**config.mk**
```make
export PLATFORM = sky130hd
export DESIGN_NAME = instr_fetch
export DESIGN_NICKNAME = d
export VERILOG_FILES = /design/src/rtl/instr_fetch_pkg.sv /design/src/rtl/instr_fetch.sv
export SDC_FILE = /design/constraint.sdc
export NUM_CORES = 1
export LEC_CHECK = 0
export BUFFER_PORTS_ARGS = -buffer_cell sky130_fd_sc_hd__buf_2
export CAP_MARGIN = 10
export CORE_MARGIN = 2
export CORE_UTILIZATION = 47
export DETAILED_ROUTE_END_ITERATION = 12
export GPL_TIMING_DRIVEN = 0
export PLACE_DENSITY = 0.93
export SETUP_SLACK_MARGIN = 0.15
export SKIP_CTS_REPAIR_TIMING = 1
export SLEW_MARGIN = 20
export SYNTH_ARGS = -nofsm -noshare
export SYNTH_HDL_FRONTEND = slang
export SYNTH_SLANG_ARGS = --single-unit
```
**constraint.sdc**
```tcl
create_clock -name clk -period 3.7 [get_ports clk]
set_clock_uncertainty 0.05 [all_clocks]
set_input_delay 0.185 -clock clk [delete_from_list [all_inputs] [get_ports clk]]
set_output_delay 0.185 -clock clk [all_outputs]
set_load 0.02 [all_outputs]
```
**src/rtl/instr_fetch_pkg.sv**
```systemverilog
// Shared types and default widths for the fetch stage, program counter and instruction memory.
// Consumed by instr_fetch; FETCH_TIMEOUT_EN builds use DEF_TIMEOUT.
package instr_fetch_pkg;

  typedef enum logic [1:0] {
    IDLE = 2'd0,
    WAIT = 2'd1,
    DONE = 2'd2
  } fetch_state_e;

  localparam int DEF_ADDR_W  = 16;
  localparam int DEF_INSTR_W = 16;
  localparam int DEF_TIMEOUT = 64;

endpackage

```
**src/rtl/instr_fetch.sv**
```systemverilog
// Fetch stage: PC -> instruction memory read -> instruction register, with flush support.
// Optional WAIT timeout and sticky fetch_err when FETCH_TIMEOUT_EN is defined.
//
// state | meaning
// IDLE  | waiting for fetch_req; imem_addr loaded and imem_rd pulsed on accept
// WAIT  | read outstanding; capture on imem_valid, abandon on flush (or timeout)
// DONE  | ir_valid and pc_incr_en high for this single cycle
module instr_fetch
  import instr_fetch_pkg::*;
#(
  parameter int ADDR_W  = DEF_ADDR_W,
  parameter int INSTR_W = DEF_INSTR_W
`ifdef FETCH_TIMEOUT_EN
  ,
  parameter int TIMEOUT = DEF_TIMEOUT
`endif
) (
  input  logic               clk,
  input  logic               rst,
  input  logic               fetch_req,
  input  logic               flush,
  input  logic [ADDR_W-1:0]  pc_addr,
  output logic [ADDR_W-1:0]  imem_addr,
  output logic               imem_rd,
  input  logic [INSTR_W-1:0] imem_data,
  input  logic               imem_valid,
  output logic [INSTR_W-1:0] ir_out,
  output logic               ir_valid,
  output logic               pc_incr_en,
  output logic               busy
`ifdef FETCH_TIMEOUT_EN
  ,
  output logic               fetch_err
`endif
);

  fetch_state_e state, state_n;
  logic         launch;
  logic         capture;

`ifdef FETCH_TIMEOUT_EN
  localparam int TMO_W = $clog2(TIMEOUT + 1);
  logic [TMO_W-1:0] tmo_cnt;
  logic             tmo_hit;
`endif

  always_ff @(posedge clk or posedge rst) begin
    if (rst) state <= IDLE;
    else     state <= state_n;
  end

  // Priority in WAIT: flush, then response, then timeout.
  always_comb begin
    state_n = state;
    launch  = 1'b0;
    capture = 1'b0;
`ifdef FETCH_TIMEOUT_EN
    tmo_hit = 1'b0;
`endif
    case (state)
      IDLE: begin
        if (fetch_req && !flush) begin
          state_n = WAIT;
          launch  = 1'b1;
        end
      end
      WAIT: begin
        if (flush) begin
          state_n = IDLE;
        end else if (imem_valid) begin
          state_n = DONE;
          capture = 1'b1;
        end
`ifdef FETCH_TIMEOUT_EN
        else if (tmo_cnt == TMO_W'(TIMEOUT - 1)) begin
          state_n = IDLE;
          tmo_hit = 1'b1;
        end
`endif
      end
      DONE:    state_n = IDLE;
      default: state_n = IDLE;
    endcase
  end

  // All outputs come straight from flops; imem_addr only moves on a new launch.
  always_ff @(posedge clk or posedge rst) begin
    if (rst) begin
      imem_addr  <= '0;
      imem_rd    <= 1'b0;
      ir_out     <= '0;
      ir_valid   <= 1'b0;
      pc_incr_en <= 1'b0;
      busy       <= 1'b0;
    end else begin
      imem_rd    <= launch;
      ir_valid   <= capture;
      pc_incr_en <= capture;
      busy       <= (state_n != IDLE);
      if (launch)  imem_addr <= pc_addr;
      if (capture) ir_out    <= imem_data;
    end
  end

`ifdef FETCH_TIMEOUT_EN
  // Counts WAIT cycles; reaching TIMEOUT at the edge that ends the last allowed cycle.
  always_ff @(posedge clk or posedge rst) begin
    if (rst) begin
      tmo_cnt   <= '0;
      fetch_err <= 1'b0;
    end else begin
      if (launch)             tmo_cnt <= '0;
      else if (state == WAIT) tmo_cnt <= tmo_cnt + TMO_W'(1);
      if (tmo_hit) fetch_err <= 1'b1;
    end
  end
`endif

endmodule
```
==> metrics.md, run 1 <==
| Metric | Value |
|---|---|
| Endpoint arrival time on the critical path | `1950 ps` |
| Synthesized netlist cell count | `82` |
| Launching point of the worst reg2reg path | `state[0]` |
| Capture endpoint of the worst hold path | `imem_addr[3]` |
| Net count after synthesis | `119` |
| Destination of the worst register-to-register timing path | `imem_addr[8]` |
| Overflow left after global routing | `0` |
| Count of cells along the worst hold path | `2` |
| Share of synthesized area spent on multiplexers | `25.6%` |
| RSZ-0062 raised after global routing | `no` |
| Global routing usage on met3 | `4.84%` |
| Pin count of the biggest net entering global routing | `38` |
| Layout area overhead | `33.0%` |
| Via count normalized by instance count | `5.09` |
| Area of the mapped netlist | `1410 sq um` |
| Finish-stage setup viols | `0` |
| Boundary Pins | `73` |
| Reg clk slew, reported paths | `100 ps` |
| Die W | `58.7 microns` |
| Fmax achieved | `565 MHz` |
| Wire length of the first global-routing pass | `4070 microns` |
| GRT Resource Usage Total | `16.4%` |
| Routed wire length per instance | `13.7 microns` |
| Number of nets in the finished design | `199` |
| Count of buffers from port buffering | `72` |
| Worst setup slack after layout | `1930 ps` |
| Detailed Route Iter0 Violations | `24` |
| Maximum clock insertion buffer count | `2` |
| Type of the worst setup path | `reg -> reg` |
| Count of max-cap constraint violations | `0` |
| PD cells | `575 nW/um^2` |
| Max-slew violation count | `0` |
| Fraction of the mapped netlist area in compound gates | `0.533%` |
| Largest area contributor in the synthesized netlist | `sky130_fd_sc_hd__dfrtp_1` |
| DP Worst Slack | `1910 ps` |
| Antenna Nets Post-Route | `0` |
| Placeable Area | `2810 sq um` |
| Relative slew slack | `51.7%` |
| Fraction of the mapped netlist area in adder cells | `0%` |
| Via count of the first global-routing pass | `1037` |
| Overall die area | `3450 sq um` |
| Yosys top cell area share | `65.8%` |
| Static Leak | `0.950 nW` |
| # DRC | `4` |
| Global-route layer with the greatest usage | `met2` |
| Max VDD drop | `364 uV` |
| Violations in the final reports | `design-rule violations` |
| Unique masters post-synth | `13` |
| Max FO, Critical Path | `10` |
| CTS tree | `done` |
| Initial antenna violation count | `0` |
| Number of CTS-inserted buffers | `5` |
| Xor and xnor area share after synthesis | `0%` |
| CTS Sinks | `37` |
| Transition time at the pin with the least slew margin | `723 ps` |
| Total count of hold-check failures in the final report | `0` |
| Run status | `finished, violations left` |
| Number of search-and-repair iterations in the first detailed-routing pass | `8` |
| Cells taking the most area after synthesis | `sky130_fd_sc_hd__dfrtp_1 (66%), sky130_fd_sc_hd__mux2_2 (26%), sky130_fd_sc_hd__buf_6 (2.4%)` |
| CP Capture Type | `flop` |
| Number of H-tree levels | `2` |
| Setup slack on the worst flop-to-flop path | `1930 ps` |
| Tcrit/Tclk final | `47.8%` |
| Flops & latches, synth | `37` |
| Mean Syn Cell Area | `17.2 sq um` |
| Antenna diodes | `0` |
| Effective utilization at floorplan | `50.2%` |
| Number of synthesis warnings | `0` |
| Total number of vias | `982` |
| Cells on worst reg2reg path | `3` |
| Routability Congestion | `0.660` |
| Launching element type of the critical path | `flop` |
| Die Span Y | `58.7 microns` |
| Overall routed net length | `2650 microns` |
| Detailed placement HPWL | `2030 microns` |
| Synth Area in Simple Gates | `4.89%` |
| Skew-Pair Late Insertion Delay | `330 ps` |
| Crit path time final | `1770 ps` |
| Min-delay src | `pc_addr[3]` |
| Clock root buffer | `sky130_fd_sc_hd__clkbuf_4` |
| Required time of the critical path | `3880 ps` |
| GR Layer Usage met1 | `15.6%` |
| Total negative slack for setup checks | `0 ps` |
| Met2 Track Usage GR | `30.2%` |
| Hold Path Class | `in -> reg` |
| Number of cell rows | `19` |
| Share of cells above drive strength 1 | `72.2%` |
| Largest family of logic cells by synthesized area | `multiplexers` |
| Fraction of the yosys area taken by sequential cells | `65.8%` |
## layout by cell type (no fill, tap or decap)
master / n
sky130_fd_sc_hd__a211oi_1: 1
sky130_fd_sc_hd__and4bb_2: 1
sky130_fd_sc_hd__buf_2: 72
sky130_fd_sc_hd__buf_4: 1
sky130_fd_sc_hd__buf_6: 3
sky130_fd_sc_hd__clkbuf_1: 1
sky130_fd_sc_hd__clkbuf_4: 5
sky130_fd_sc_hd__clkbuf_8: 1
sky130_fd_sc_hd__dfrtp_1: 37
sky130_fd_sc_hd__dlygate4sd3_1: 1
sky130_fd_sc_hd__inv_2: 1
sky130_fd_sc_hd__mux2_2: 32
sky130_fd_sc_hd__nand2b_1: 1
sky130_fd_sc_hd__nor2_1: 1
sky130_fd_sc_hd__nor3_1: 1
sky130_fd_sc_hd__nor4b_4: 1
sky130_fd_sc_hd__nor4bb_1: 1
sky130_fd_sc_hd__or2b_1: 1
## final cells by class
| type | instances | area, sq um |
|---|---|---|
| sequential | 37 | 926 |
| timing repair buffer | 73 | 370 |
| multi-input combinational | 40 | 437 |
| buffer | 4 | 41.3 |
| clock buffer | 7 | 55.1 |
| inverter | 1 | 3.75 |
| tap | 31 | 38.8 |
| fill | 212 | 933 |
## Yosys cell counts, drive strengths merged
cell type  number
buf             4
nor4b           1
a211oi          1
and4bb          1
nor2            1
nand2b          1
nor3            1
dfrtp          37
nor4bb          1
inv             1
or2b            1
mux2           32
## logic make-up after synthesis
| kind of cell | after synthesis |
|---|---|
| flops | 37 |
| mux | 32 |
| simple gates | 7 |
| buf+inv | 5 |
| compound gates | 1 |
## registers in the layout, indices dropped and copies added, names as in the netlist
name        flops
imem_rd         1
imem_addr      16
busy            1
ir_out         16
state           2
pc_incr_en      1
## worst max path at each step
stage	slack (ps)	cells past startpoint	start	endpoint
finish	1930	3	state[0]	imem_addr[8]
global route	1850	3	state[0]	imem_addr[8]
CTS	1900	3	state[0]	imem_addr[8]
detailed placement	1910	3	state[0]	imem_addr[5]
global placement	1950	3	state[0]	imem_addr[3]
floorplan	2100	3	state[0]	imem_addr[0]
## power by group
group	internal [mW]	leakage (nW)	switching (mW)	total [mW]
Clock	0.0897	0.0314	0.119	0.209
Combinational	0.146	0.471	0.188	0.333
Sequential	0.492	0.447	0.0427	0.535
Total	0.727	0.950	0.350	1.08
## metal layers
metal  vias up  share of wire (%)
met5         -                  0
met1       477                 36
met4         0                2.9
met3         9                7.7
met2        49                 53
li1        447                  -
## worst max-delay path, stage by stage (launching register included)
cell,delay (ps)
sky130_fd_sc_hd__dfrtp_1,460
sky130_fd_sc_hd__nor4b_4,580
sky130_fd_sc_hd__buf_6,230
sky130_fd_sc_hd__mux2_2,340
## stage by stage
stage | cell area [sq um] | hold slack [ps] | total power, mW | std cells | util [%]
2_1_floorplan | 1410 | 202 | 0.750 | 82 | -
3_3_place_gp | 1810 | 366 | 0.863 | 185 | 64.4
3_5_place_dp | 1810 | 309 | 0.882 | 185 | 64.4
4_1_cts | 1860 | -71.2 | 1.09 | 192 | 66.4
5_1_grt | 1870 | 3.74 | 1.13 | 193 | 66.7
6_report | 1870 | 20.4 | 1.08 | 193 | 66.7
No activity file was read; power rests on OpenSTA's default activity.
==> run 2, diff against run 1 <==
Settings changed: CORE_UTILIZATION 47 to 40, PLACE_DENSITY 0.93 to 0.85.
Clock period 3.7 ns to 1.5 ns, I/O delays scaled along.
==> run 2 against run 1 <==
Net effect:
- the flow finishes with violations (negative setup slack)
- non-clock buffer count up 43
- sequential share of layout area down 11 points
- clock-buffer cell count unchanged
- cell area up 30%
- flip-flop and latch count unchanged
- global-route usage down 1.5 points
- register-to-register slack worse by 2000 ps
- die area up 16%
- final cell count up 30%
- largest power group unchanged
==> metrics.md, run 2 (synthesis gave the netlist of run 1 again) <==
| Metric | Value |
|---|---|
| Wire length of the first global-routing pass | `4660 microns (was 4070 microns)` |
| Boundary Pins | `73 (unchanged)` |
| Worst setup slack after layout | `-88.4 ps (was 1930 ps)` |
| Antenna Nets Post-Route | `0 (unchanged)` |
| CTS Sinks | `37 (unchanged)` |
| Hold Path Class | `in -> reg (unchanged)` |
| Total negative slack for setup checks | `-1490 ps (was 0 ps)` |
| Routed wire length per instance | `14.3 microns (was 13.7 microns)` |
| Via count of the first global-routing pass | `1018 (was 1037)` |
| Overall die area | `4010 sq um (was 3450 sq um)` |
| Finish-stage setup viols | `28 (was 0)` |
| Run status | `finished, violations left (unchanged)` |
| Max VDD drop | `808 uV (was 364 uV)` |
| Reg clk slew, reported paths | `100 ps (about the same)` |
| Number of H-tree levels | `2 (unchanged)` |
| Launching element type of the critical path | `flop (unchanged)` |
| CP Capture Type | `flop (unchanged)` |
| Detailed placement HPWL | `2010 microns (was 2030 microns)` |
| RSZ-0062 raised after global routing | `yes (was no)` |
| Static Leak | `1.22 nW (was 0.950 nW)` |
| Via count normalized by instance count | `4.55 (was 5.09)` |
| Die Span Y | `63.3 microns (was 58.7 microns)` |
| GRT Resource Usage Total | `14.9% (was 16.4%)` |
| Total number of vias | `1141 (was 982)` |
| Overall routed net length | `3590 microns (was 2650 microns)` |
| Crit path time final | `1590 ps (was 1770 ps)` |
| Required time of the critical path | `1670 ps (was 3880 ps)` |
| Final design utilization | `72.1% (was 66.7%)` |
| Pin count of the biggest net entering global routing | `38 (unchanged)` |
| Endpoint arrival time on the critical path | `1760 ps (was 1950 ps)` |
| Fill cell count | `232 (was 212)` |
| Die W | `63.3 microns (was 58.7 microns)` |
| Number of nets in the finished design | `242 (was 199)` |
| Commonest non-fill, non-tap cells in the layout | `sky130_fd_sc_hd__buf_2 (72), sky130_fd_sc_hd__dfrtp_1 (36), sky130_fd_sc_hd__dlygate4sd3_1 (36), sky130_fd_sc_hd__mux2_4 (22), sky130_fd_sc_hd__mux2_2 (10) (was sky130_fd_sc_hd__buf_2 (72), sky130_fd_sc_hd__dfrtp_1 (37), sky130_fd_sc_hd__mux2_2 (32), sky130_fd_sc_hd__clkbuf_4 (5), sky130_fd_sc_hd__buf_6 (3))` |
| Count of buffers from port buffering | `72 (unchanged)` |
| Skew-Pair Late Insertion Delay | `330 ps (about the same)` |
| Effective utilization at floorplan | `41.9% (was 50.2%)` |
| Maximum clock insertion buffer count | `2 (unchanged)` |
| Type of the worst setup path | `reg -> reg (unchanged)` |
| Overflow left after global routing | `0 (unchanged)` |
| Clock root buffer | `sky130_fd_sc_hd__clkbuf_4 (unchanged)` |
| Number of search-and-repair iterations in the first detailed-routing pass | `4 (was 8)` |
| Worst-case hold slack | `67.3 ps (was 20.4 ps)` |
| PD cells | `1190 nW/um^2 (was 575 nW/um^2)` |
| Relative slew slack | `50.6% (was 51.7%)` |
| CTS tree | `done (unchanged)` |
| Layout area overhead | `72.4% (was 33.0%)` |
| Number of CTS-inserted buffers | `5 (unchanged)` |
| Detailed Route Iter0 Violations | `45 (was 24)` |
| Initial antenna violation count | `0 (unchanged)` |
| Antenna diodes | `0 (unchanged)` |
| Violations in the final reports | `negative setup slack (was design-rule violations)` |
| Total count of hold-check failures in the final report | `0 (unchanged)` |
| Count of max-cap constraint violations | `0 (unchanged)` |
| Most common library cell in the layout ignoring fill and taps | `sky130_fd_sc_hd__buf_2 (unchanged)` |
| Top flop regs | `imem_addr (16), ir_out (16), state (2) (unchanged)` |
| Routability Congestion | `0.650 (was 0.660)` |
| Max-slew violation count | `0 (unchanged)` |
| Tcrit/Tclk final | `106% (was 47.8%)` |
| Fmax achieved | `630 MHz (was 565 MHz)` |
| Placeable Area | `3360 sq um (was 2810 sq um)` |
| # DRC | `0 (was 4)` |
| Share of cells above drive strength 1 | `61.5% (was 72.2%)` |
| Max FO, Critical Path | `10 (unchanged)` |
| Transition time at the pin with the least slew margin | `739 ps (was 723 ps)` |
| Number of cell rows | `21 (was 19)` |
-- run 2: worst paths after layout --
check	from	endpoint	slack, ps	cells after the start
max in group asynchronous	rst	state[1]	510	3
max reg2reg	state[1]	imem_addr[8]	-90	3
min in group asynchronous	rst	ir_out[0]	380	3
min reg2reg	imem_addr[2]	imem_addr[2]	460	1
min	flush	imem_rd	70	3
max	state[1]	imem_addr[8]	-90	3
-- run 2: power breakdown --
| group | switching, mW | internal, mW |
|---|---|---|
| Sequential | 0.124 | 1.21 |
| Combinational | 0.498 | 0.521 |
| Clock | 0.298 | 0.221 |
| Total | 0.920 | 1.96 |
-- run 2: layer usage --
layer  wire length [microns]  track usage (%)
met5                       0                0
met4                      42             3.80
met3                     208             5.71
met2                    1920             25.8
met1                    1420             17.4
-- run 2: stage by stage --
step / instances / total power, mW / worst slack (ps) / instance area (sq um)
finish: 251 / 2.88 / -88.4 / 2430
global route: 251 / 3.03 / -157 / 2430
CTS: 207 / 2.75 / -270 / 1920
detailed placement: 200 / 2.22 / -257 / 1860
global placement: 200 / 2.18 / -211 / 1860
floorplan: 82 / 1.89 / -81.9 / 1450
-- run 2: final cells by class --
type / instances / area, sq um / area share, %
Multi-Input combinational cell: 40 / 519 / 21.4
Tap cell: 46 / 57.6 / 2.37
Timing Repair Buffer: 116 / 810 / 33.4
Buffer: 4 / 53.8 / 2.22
Sequential cell: 37 / 927 / 38.2
Clock buffer: 7 / 55.1 / 2.27
Inverter: 1 / 3.75 / 0.155
-- run 2: critical path, stage by stage, from the launching register on --
cell,delay (ps)
sky130_fd_sc_hd__dfrtp_2,460
sky130_fd_sc_hd__nor4b_4,420
sky130_fd_sc_hd__buf_6,210
sky130_fd_sc_hd__mux2_2,340
